<file path="src/rtl/alarm_clock_pkg.sv">
// alarm_clock_pkg: shared mode/alarm-state types and the modular add used for count updates
package alarm_clock_pkg;

  typedef enum logic [1:0] {MODE_RUN, MODE_SET_TIME, MODE_SET_ALARM, MODE_RSVD} mode_t;
  typedef enum logic [1:0] {ALM_IDLE, ALM_RINGING, ALM_SNOOZE} alarm_state_t;

  // Sum is formed 17 bits wide so a modulus of 65536 still wraps correctly.
  function automatic logic [15:0] wrap_add(input logic [15:0] count, input logic [15:0] step,
                                           input logic [16:0] modulus);
    logic [16:0] w_sum;
    w_sum = {1'b0, count} + {1'b0, step};
    return (w_sum >= modulus) ? 16'(w_sum - modulus) : w_sum[15:0];
  endfunction

endpackage

</file>
<file path="src/rtl/tick_prescaler.sv">
// tick_prescaler: divides clk by CLK_DIV into a one-cycle tick strobe; hold parks the count at 0
module tick_prescaler #(
  parameter int CLK_DIV = 50000000
) (
  input  logic clk,
  input  logic rst_n,
  input  logic hold,
  output logic tick
);

  localparam int W = $clog2(CLK_DIV);

  logic [W-1:0] r_cnt;

  assign tick = !hold && (r_cnt == W'(CLK_DIV - 1));

  always_ff @(posedge clk or negedge rst_n)
    if (!rst_n) r_cnt <= '0;
    else r_cnt <= (hold || tick) ? '0 : r_cnt + 1'b1;

endmodule

</file>
<file path="src/rtl/alarm_clock_core.sv">
// alarm_clock_core: time/alarm counts, button setting and alarm FSM with snooze.
// Define SET_BLINK_EN to blink the display enable while in a set mode.
module alarm_clock_core
  import alarm_clock_pkg::*;
#(
  parameter int CLK_DIV      = 50000000,
  parameter int WRAP         = 60000,
  parameter int STEP         = 1,
  parameter int SNOOZE_TICKS = 300
) (
  input  logic        clk,
  input  logic        rst_n,
  input  logic [1:0]  mode,
  input  logic        inc_btn,
  input  logic        alarm_on,
  input  logic        snooze_btn,
  input  logic        stop_btn,
  output logic [15:0] value,
  output logic        enable,
  output logic        alarm_ring
);

  localparam logic [16:0] LP_WRAP = 17'(WRAP);
  localparam logic [15:0] LP_STEP = 16'(STEP);
  localparam int          SW      = $clog2(SNOOZE_TICKS + 1);

  mode_t        w_mode;
  alarm_state_t r_state;
  logic [15:0]  r_time, r_alarm, w_time_nxt, w_alarm_nxt;
  logic [SW-1:0] r_snz_cnt;
  logic         r_inc_q, r_snz_q, r_stop_q, r_ring;
  logic         w_run, w_set, w_tick, w_inc_e, w_snz_e, w_stop_e;

  assign w_mode   = mode_t'(mode);
  assign w_set    = (w_mode == MODE_SET_TIME) || (w_mode == MODE_SET_ALARM);
  assign w_run    = !w_set;
  assign w_inc_e  = inc_btn && !r_inc_q;
  assign w_snz_e  = snooze_btn && !r_snz_q;
  assign w_stop_e = stop_btn && !r_stop_q;

  tick_prescaler #(.CLK_DIV(CLK_DIV)) u_prescaler (
    .clk  (clk),
    .rst_n(rst_n),
    .hold (w_set),
    .tick (w_tick)
  );

  assign w_time_nxt  = w_tick ? wrap_add(r_time, 16'd1, LP_WRAP)
                     : (w_mode == MODE_SET_TIME && w_inc_e) ? wrap_add(r_time, LP_STEP, LP_WRAP)
                     : r_time;
  assign w_alarm_nxt = (w_mode == MODE_SET_ALARM && w_inc_e) ? wrap_add(r_alarm, LP_STEP, LP_WRAP)
                     : r_alarm;

  always_ff @(posedge clk or negedge rst_n)
    if (!rst_n) begin
      r_time   <= '0;
      r_alarm  <= '0;
      r_inc_q  <= 1'b0;
      r_snz_q  <= 1'b0;
      r_stop_q <= 1'b0;
    end else begin
      r_time   <= w_time_nxt;
      r_alarm  <= w_alarm_nxt;
      r_inc_q  <= inc_btn;
      r_snz_q  <= snooze_btn;
      r_stop_q <= stop_btn;
    end

  // Stop conditions are tested before snooze so a simultaneous stop+snooze lands in IDLE.
  always_ff @(posedge clk or negedge rst_n)
    if (!rst_n) begin
      r_state   <= ALM_IDLE;
      r_snz_cnt <= '0;
      r_ring    <= 1'b0;
    end else begin
      case (r_state)
        ALM_IDLE:
          if (w_run && alarm_on && w_tick && w_time_nxt == r_alarm) begin
            r_state <= ALM_RINGING;
            r_ring  <= 1'b1;
          end
        ALM_RINGING:
          if (w_stop_e || !alarm_on || !w_run) begin
            r_state <= ALM_IDLE;
            r_ring  <= 1'b0;
          end else if (w_snz_e) begin
            r_state   <= ALM_SNOOZE;
            r_snz_cnt <= SW'(SNOOZE_TICKS);
            r_ring    <= 1'b0;
          end
        ALM_SNOOZE:
          if (w_stop_e || !alarm_on || !w_run) begin
            r_state <= ALM_IDLE;
            r_ring  <= 1'b0;
          end else if (w_tick) begin
            if (r_snz_cnt == SW'(1)) begin
              r_state <= ALM_RINGING;
              r_ring  <= 1'b1;
            end else r_snz_cnt <= r_snz_cnt - 1'b1;
          end
        default: begin
          r_state <= ALM_IDLE;
          r_ring  <= 1'b0;
        end
      endcase
    end

  assign value      = (w_mode == MODE_SET_ALARM) ? r_alarm : r_time;
  assign alarm_ring = r_ring;

`ifdef SET_BLINK_EN
  localparam int BW = $clog2(CLK_DIV);
  logic [BW-1:0] r_blink;
  always_ff @(posedge clk or negedge rst_n)
    if (!rst_n) r_blink <= '0;
    else r_blink <= (r_blink == BW'(CLK_DIV - 1)) ? '0 : r_blink + 1'b1;
  assign enable = !(w_set && r_blink >= BW'(CLK_DIV / 2));
`else
  assign enable = 1'b1;
`endif

endmodule

</file>
<file path="config.mk">
export PLATFORM = sky130hd
export DESIGN_NAME = alarm_clock_core
export DESIGN_NICKNAME = d
export VERILOG_FILES = /design/src/rtl/alarm_clock_pkg.sv /design/src/rtl/tick_prescaler.sv /design/src/rtl/alarm_clock_core.sv
export SDC_FILE = /design/constraint.sdc
export NUM_CORES = 1
export LEC_CHECK = 0
export ABC_AREA = 1
export CAP_MARGIN = 25
export CORE_ASPECT_RATIO = 1.75
export CORE_MARGIN = 2
export CORE_UTILIZATION = 61
export CTS_CLUSTER_DIAMETER = 200
export DETAILED_ROUTE_END_ITERATION = 8
export PLACE_DENSITY = 0.91
export SYNTH_ARGS = -nofsm -noshare
export SYNTH_HDL_FRONTEND = slang
export SYNTH_SLANG_ARGS = --single-unit
export TNS_END_PERCENT = 20
</file>
<file path="constraint.sdc">
create_clock -name clk -period 3.2 [get_ports clk]
set_input_delay 0.64 -clock clk [delete_from_list [all_inputs] [get_ports clk]]
set_output_delay 0.64 -clock clk [all_outputs]
set_load 0.02 [all_outputs]
</file>
After elaboration in Yosys (flattened, before gate mapping)
Cells that the tools add are included.
{"block": "word_totals", "in_bits": 8, "regBits": 73, "output_inout_bits": 18, "elab_cells": 81}
{"block": "op_classes", "n_reduce_logical": 22, "order_cmp": 2, "add_sub_neg": 6, "muxes": 26, "n_eq_ne": 16}
{"op": "16-bit 2-to-1 mux", "count": 5}
{"op": "9-bit 2-to-1 mux", "count": 5}
{"op": "16-bit by 1-bit adder with 17-bit output, second input constant", "count": 2}
{"op": "17-bit by 16-bit greater-or-equal comparator with 1-bit output, second input constant", "count": 2}
{"op": "16-bit subtractor, second input constant", "count": 2}
{"op": "26-bit by 1-bit adder with 26-bit output, second input constant", "count": 1}
{"op": "26-bit equality test, second input constant", "count": 1}
{"op": "26-bit 2-to-1 mux", "count": 1}
{"op": "9-bit one-hot mux with 2 select lines", "count": 1}
{"op": "16-bit equality test", "count": 1}
{"op": "2-bit 2-to-1 mux", "count": 6}
{"op": "2-bit inequality test, second input constant", "count": 5}
{"op": "9-bit by 1-bit equality test with 1-bit output, second input constant", "count": 1}
{"op": "1-bit logical AND", "count": 9}
{"op": "9-bit by 1-bit subtractor with 9-bit output, second input constant", "count": 1}
{"op": "1-bit 2-to-1 mux", "count": 6}
{"op": "3-bit inequality test, second input constant", "count": 2}
{"op": "2-bit one-hot mux with 3 select lines", "count": 1}
{"op": "6-bit AND reduction", "count": 1}
{"op": "1-bit zero test", "count": 5}
{"op": "2-bit by 1-bit equality test with 1-bit output, second input constant", "count": 2}
{"op": "2-bit equality test, second input constant", "count": 2}
{"op": "1-bit logical OR", "count": 4}
{"op": "4-bit AND reduction", "count": 1}
{"op": "5 further kinds", "count": 5}

Depth between registers and ports, before layout
Gate-level depths: netlist (run 1).
{"block": "logic_depth", "depth_word": 9, "depth_mapped": 26, "mapped_depth_nobuf": 26}

By module
A second synthesis (run 1) with hierarchy kept.
{"block": "unflattened", "hier_cells": 828, "area_unflattened_um2": 5599.1}
{"module": "alarm_clock_core", "area_per_inst_um2": 4005.1, "cells_each": 602, "seq_area_each_um2": 1176.1, "instances": 1}
{"module": "tick_prescaler", "area_per_inst_um2": 1594.0, "cells_each": 226, "seq_area_each_um2": 650.6, "instances": 1}

Least setup slack after synthesis (run 1)
Ideal clock, no wire load.
{"block": "synth_timing", "path_type": "input to register", "from": "input port mode[0]", "to": "register r_snz_cnt[7]", "arrival_ns": 2.659, "required_ns": 3.059, "setup_time_ns": 0.141, "n_path_buf": 1, "path_slack_ns": 0.400, "stages": 14, "cell_sequence": "inv_1 -> ha_1 -> buf_2 -> inv_1 -> a211oi_1 -> inv_1 -> nor3_1 -> nor2_1 -> inv_2 -> nand2_1 -> or2_1 -> nor2_1 -> and3_1 -> nor3_1"}
{"block": "synth_via", "elab_chain_len": 6, "elab_cells_between_ends": 10, "cone_classes": "5 x eq/ne; 5 x reduce/logical"}
{"element": "from (decl)", "line": "alarm_clock_core.sv:13", "text": "input logic [1:0] mode,"}
{"element": "2-bit by 1-bit equality test with 1-bit output or 2-bit equality test (tied branches)", "line": "alarm_clock_core.sv:35", "text": "assign w_set = (w_mode == MODE_SET_TIME) || (w_mode == MODE_SET_ALARM);"}
{"element": "1-bit logical OR *", "line": "alarm_clock_core.sv:35"}
{"element": "1-bit zero test", "line": "tick_prescaler.sv:15", "text": "assign tick = !hold && (r_cnt == W'(CLK_DIV - 1));"}
{"element": "1-bit logical AND", "line": "tick_prescaler.sv:15"}
{"element": "2-bit by 1-bit inequality test with 1-bit output (no line)"}
{"element": "6-bit AND reduction (no line) *"}
{"element": "to (signal assigned)", "line": "alarm_clock_core.sv:88", "text": "r_snz_cnt <= SW'(SNOOZE_TICKS);"}
{"element": "to (signal assigned)", "line": "alarm_clock_core.sv:99", "text": "end else r_snz_cnt <= r_snz_cnt - 1'b1;"}
{"element": "to (decl)", "line": "alarm_clock_core.sv:30", "text": "logic [SW-1:0] r_snz_cnt;"}
Mark *: on every way between the ends. The rest lies on a longest branch, timed or not.
A chain may end at the register's enable or synchronous reset.

Worst setup path in the final report (run 1)
{"block": "layout_timing", "from": "register r_time[4]", "to": "register r_ring, in the netlist alarm_ring"}
{"block": "layout_via", "elab_chain_len": 9, "elab_cells_between_ends": 10, "cone_classes": "2 x add/sub; 1 x order compare; 2 x eq/ne; 3 x mux; 2 x reduce/logical"}
{"element": "from (decl)", "line": "alarm_clock_core.sv:29", "text": "logic [15:0] r_time, r_alarm, w_time_nxt, w_alarm_nxt;"}
{"element": "from (signal assigned)", "line": "alarm_clock_core.sv:62", "text": "r_time <= w_time_nxt;"}
{"element": "16-bit by 1-bit adder with 17-bit output", "line": "alarm_clock_pkg.sv:11", "text": "w_sum = {1'b0, count} + {1'b0, step};"}
{"element": "16-bit subtractor or 17-bit by 16-bit greater-or-equal comparator with 1-bit output (tied branches)", "line": "alarm_clock_pkg.sv:12", "text": "return (w_sum >= modulus) ? 16'(w_sum - modulus) : w_sum[15:0];"}
{"element": "16-bit 2-to-1 mux", "line": "alarm_clock_pkg.sv:12"}
{"element": "16-bit 2-to-1 mux", "line": "alarm_clock_core.sv:49", "text": ": (w_mode == MODE_SET_TIME && w_inc_e) ? wrap_add(r_time, LP_STEP, LP_WRAP)"}
{"element": "16-bit 2-to-1 mux *", "line": "alarm_clock_core.sv:48", "text": "assign w_time_nxt = w_tick ? wrap_add(r_time, 16'd1, LP_WRAP)"}
{"element": "16-bit equality test *", "line": "alarm_clock_core.sv:78", "text": "if (w_run && alarm_on && w_tick && w_time_nxt == r_alarm) begin"}
{"element": "1-bit logical AND *", "line": "alarm_clock_core.sv:78"}
{"element": "2-bit inequality test (no line) *"}
{"element": "4-bit AND reduction (no line) *"}
{"element": "to (signal assigned)", "line": "alarm_clock_core.sv:80", "text": "r_ring <= 1'b1;"}
{"element": "to (signal assigned)", "line": "alarm_clock_core.sv:85", "text": "r_ring <= 1'b0;"}
{"element": "to (signal assigned)", "line": "alarm_clock_core.sv:89", "text": "r_ring <= 1'b0;"}
{"element": "to (decl)", "line": "alarm_clock_core.sv:31", "text": "logic r_inc_q, r_snz_q, r_stop_q, r_ring;"}
Marks and branches as above.

==> impl.org, run 1 <==
** Outcome
- Run status :: complete, no violations

** Finish
- Cells with a size suffix above 1 make up 14.29% of the layout.
- The library cell used most frequently in the layout, excluding fill and tap cells, is sky130_fd_sc_hd__nand2_1.
- Measured on the finished design, the core utilization comes to 75.87%.
- After the last flow step, the layout net total stands at 902.
- The filler cells instantiated in the layout total 659.
- The repair_antennas step left the layout with diodes totalling 0.
- Top library cells by usage in the layout, fill and taps aside :: 230 x sky130_fd_sc_hd__nand2_1, 115 x sky130_fd_sc_hd__inv_1, 71 x sky130_fd_sc_hd__dfrtp_1, 66 x sky130_fd_sc_hd__nand3_1, 65 x sky130_fd_sc_hd__nor2_1
- From synthesis to final layout, the design area changed by 21.68%.

** Drt
- After detailed routing, the number of vias per cell comes to 5.794.
- Per-cell routed wire length :: 16.26 µm
- For this run, design rule violations remaining after detail routing come to 0.
- Pre-Repair DR Iteration Count :: 6
- Across all layers, the routed design uses 5,829 vias.
- Final antenna-violating net count :: 0
- DRT Wirelength :: 16.36 mm
- After the first detailed-routing iteration, the DRC count stood at 522.

** Yosys
- Number of synthesized flops with an enable pin :: 0
- For this run, asynchronously set or reset flops after synthesis account for 100.0%.
- The cell area that synthesis handed to floorplanning was 5406 µm².
- Count of mapped cells out of synthesis :: 824
- For this run, the register share of the synthesized area comes to 33.79%.
- Ys Warns :: 0
- Share of the synthesized area in the top cell type :: 33.79%
- Synth Flop Type :: sky130_fd_sc_hd__dfrtp_1
- Avg Cell Area, Syn :: 6.561 µm²
- The synthesized design spends more area on one cell type than any other, namely sky130_fd_sc_hd__dfrtp_1.
- After synthesis, the cell types taking the most area are sky130_fd_sc_hd__dfrtp_1 34%, sky130_fd_sc_hd__nand2_1 16%, sky130_fd_sc_hd__inv_1 8.1%, sky130_fd_sc_hd__nand3_1 6.5%, sky130_fd_sc_hd__nor2_1 5.0%.
- Net count after synthesis :: 842
- Synthesis inferred 73 register bits.
- Post-synth cell types :: 43

** Floorplan
- For this configuration, the core starts out at a cell density of 62.35%.
- The die is 128.5 µm tall.
- Width of the die :: 75.17 µm
- DIE AREA :: 9662 µm²
- The initialized floorplan defines 45 standard-cell rows.
- During I/O placement, the number of pins put on the boundary was 26.
- In this run the standard cell core region covers 8671 µm².

** STA
- After layout, the worst path uses 99.99% of the clock period.
- Total setup violations reported at the end of the flow :: 0
- Max transition margin :: 37.83%
- For the final database, setup skew stands at 10.06 ps.
- Count of pins over their slew limit :: 0
- Shortest clock period the worst path allows after layout :: 3200 ps
- Worst Tran Pin Value :: 932.6 ps
- Fin worst setup slack :: 0.4505 ps
- The final hold violation count came to 0.
- Setup repair after global routing could not meet its margin everywhere.
- In the final timing run, aggregate negative setup slack is 0 ps.
- Based on the critical path, the design can be clocked at up to 312.5 MHz.

** Global route
- Global routing used 35.28% of the available tracks across all layers.
- The number of antenna violations at the first check in global routing was 0.
- Total gr overflow :: 0
- Largest net degree at the start of global routing :: 74
- Global-route wire length before repair :: 25.43 mm
- The number of global-route vias before repair was 5,505.

** Place
- DP Worst Slack :: -92.85 ps
- The HPWL after detailed placement is 11.31 mm.
- Routability-driven placement finished with a final weighted congestion of 1.017.
- Number of buffer cells added on primary ports :: 24

** Power
- Proportion of power drawn by the clock network :: 23.5%
- Total power divided by cell area :: 768.8 nW/µm²
- Combinational share of power :: 49.5%
- The worst-case IR drop observed on VDD is 0.0006655 V.
- Of the total power, registers draw 27.0%.
- Of the total power, the share spent switching nets is 44.40%.
- Internal power component :: 2.812 mW
- Switching power summed over all nets :: 2.246 mW
- Leakage power figure :: 3.089 nW

** Clock network
- The longest clock path from root to sink contains 2 buffers.
- Reg clk slew, reported paths :: 60 ps
- CTS Hold Buffers Added :: 0
- The cell sitting at the root of the clock tree is a sky130_fd_sc_hd__clkbuf_16.
- TritonCTS built the clock tree.
- Number of clock sinks :: 73
- H-tree Lvls :: 3
- In this run, CTS created clock tree buffers numbering 9.
- Insertion delay to the later sink of the worst-skew pair :: 340 ps

** Critical path
- Worst endpoint required time :: 3430 ps
- Worst R2R Path Depth :: 23
- Slowest cell delay on critical path :: 450 ps
- The worst setup path is launched from a flop.
- Category of the critical setup timing path :: flop to flop
- Crit path cell chain :: nand2_1, nor2_4, buf_4, nand4_1, nand2_2, inv_2, nand3_1, nand2_2, nand2_4, buf_4, nand4_1, nand2_1, nand2_1, nand2_1, nand2_1, nand2_1, nand3_1, nor2_1, nand3_1, nand2_1, nand2_1, nand2_1, nand2_1
- The endpoint identified for the worst register-to-register timing path is alarm_ring$_DFFE_PN0P_.
- Critical R2R Launch :: r_time[4]$_DFF_PN0_
- STA puts the critical path data arrival time at 3430 ps.
- By instance count, the cell type seen most on the critical path is sky130_fd_sc_hd__nand2_1.
- Of all nets on the critical path, the largest fanout is 8.
- Crit path max-delay cell type :: sky130_fd_sc_hd__dfrtp_1
- STA classifies the critical path endpoint as a flop.
- The worst register-to-register path has a setup slack of 0.5 ps.

** Job
- Across the run, the number of max-cap violations was 0.

** Min path
- In this run the worst hold path is classified as input port to asynchronous set/reset pin.
## registers in the layout, indices dropped and copies added, names as in the netlist
name and flops:
u_prescaler.r_cnt 26, r_alarm 16, r_time 16, r_snz_cnt 9
r_state 2, alarm_ring 1, r_inc_q 1, r_snz_q 1
r_stop_q 1
## power groups by stage
stage                     Clock [mW]  Sequential, mW  Combinational (mW)
after floorplan                    0            1.31                1.52
after global placement             0            1.35                2.18
after detailed placement           0            1.35                2.23
after CTS                       1.20            1.34                2.26
after global routing            1.23            1.39                2.74
final                           1.19            1.36                2.51
## kinds of logic (layout without fill, tap and decap cells)
logic type      after synthesis  after routing  share of synthesized area (%)
simple gates                482            484                          40.57
buf+inv                     142            205                          10.23
compound gates               93             93                          9.303
flops                        73             73                          33.79
xor+xnor                     23             23                          3.726
fa+ha+maj                    10             10                          2.314
other cells                   1              1                        0.06936
## worst max-delay path, delay by kind of cell, from the launching register on
kind	cells	cell delay, ps
AND/OR/NAND/NOR	20	2180
buffers and inverters	3	430
flip-flops	1	450
## stage by stage
step | hold WS (ps) | power [mW] | cell area [µm²] | std cells
after floorplan | 344.4 | 2.829 | 5406 | 824
after global placement | 456.9 | 3.528 | 6013 | 985
after detailed placement | 477.6 | 3.576 | 6013 | 985
after CTS | 461.7 | 4.793 | 6366 | 1001
after global routing | 502.3 | 5.359 | 6579 | 1006
final | 403.4 | 5.058 | 6579 | 1006
## how the worst max path moves through the flow
stage,from,to,slack (ps),cells past startpoint
floorplan,mode[0],r_snz_cnt[7]$_DFFE_PN0P_,400,14
global placement,mode[0],r_state[1]$_DFFE_PN0P_,1,18
detailed placement,mode[0],alarm_ring$_DFFE_PN0P_,-90,17
CTS,mode[0],value[6],80,6
global route,r_time[4]$_DFF_PN0_,r_state[1]$_DFFE_PN0P_,-250,23
finish,r_time[4]$_DFF_PN0_,alarm_ring$_DFFE_PN0P_,0.5,23
## metal layers
metal | part of all wire (%) | global-route usage (%) | up-vias
met5 | 0 | 0 | -
met3 | 5.4 | 9.945 | 99
met4 | 7.8 | 23.22 | 0
li1 | - | - | 2776
met1 | 34 | 35.72 | 2708
met2 | 53 | 60.84 | 246
## layout make-up
cell class                 instances  area, µm²  share of cell area (%)
tap                              117      146.4                   2.225
clock buffer                      10      239.0                   3.633
multi-input combinational        611       3203                   48.69
timing repair buffer              65      578.1                   8.787
inverter                         124      469.2                   7.132
sequential                        73       1829                   27.81
clock inverter                     6      113.9                   1.731
## Yosys cell counts, types with 3 or more instances
library cell,n
sky130_fd_sc_hd__ha_1,10
sky130_fd_sc_hd__nor2_1,72
sky130_fd_sc_hd__nor4_1,5
sky130_fd_sc_hd__nand3_1,70
sky130_fd_sc_hd__o21bai_1,4
sky130_fd_sc_hd__nor3b_1,9
sky130_fd_sc_hd__nand4_1,26
sky130_fd_sc_hd__xor2_1,22
sky130_fd_sc_hd__nand2_1,236
sky130_fd_sc_hd__a21oi_1,27
sky130_fd_sc_hd__dfrtp_1,73
sky130_fd_sc_hd__nor2_2,12
sky130_fd_sc_hd__buf_2,3
sky130_fd_sc_hd__o21ai_1,3
sky130_fd_sc_hd__o22ai_1,3
sky130_fd_sc_hd__nand2_4,3
sky130_fd_sc_hd__clkbuf_1,10
sky130_fd_sc_hd__nor3_1,24
sky130_fd_sc_hd__nand2_2,11
sky130_fd_sc_hd__inv_1,117
sky130_fd_sc_hd__nor2_4,4
sky130_fd_sc_hd__inv_2,6
sky130_fd_sc_hd__o21ai_0,48
## repair_timing
| item | 4_1_cts | 5_1_grt |
|---|---|---|
| setup endpoints to repair | 0 | 16 |
| buffers inserted | 0 | 3 |
| gates resized for setup | 0 | 42 |
(Power assumes the default switching activity.)
==> run 2: changes to the inputs <==
- CAP_MARGIN: 25 -> default
==> results of run 2 <==
No change in the layout: final DEF, timing and power equal those of run 1.
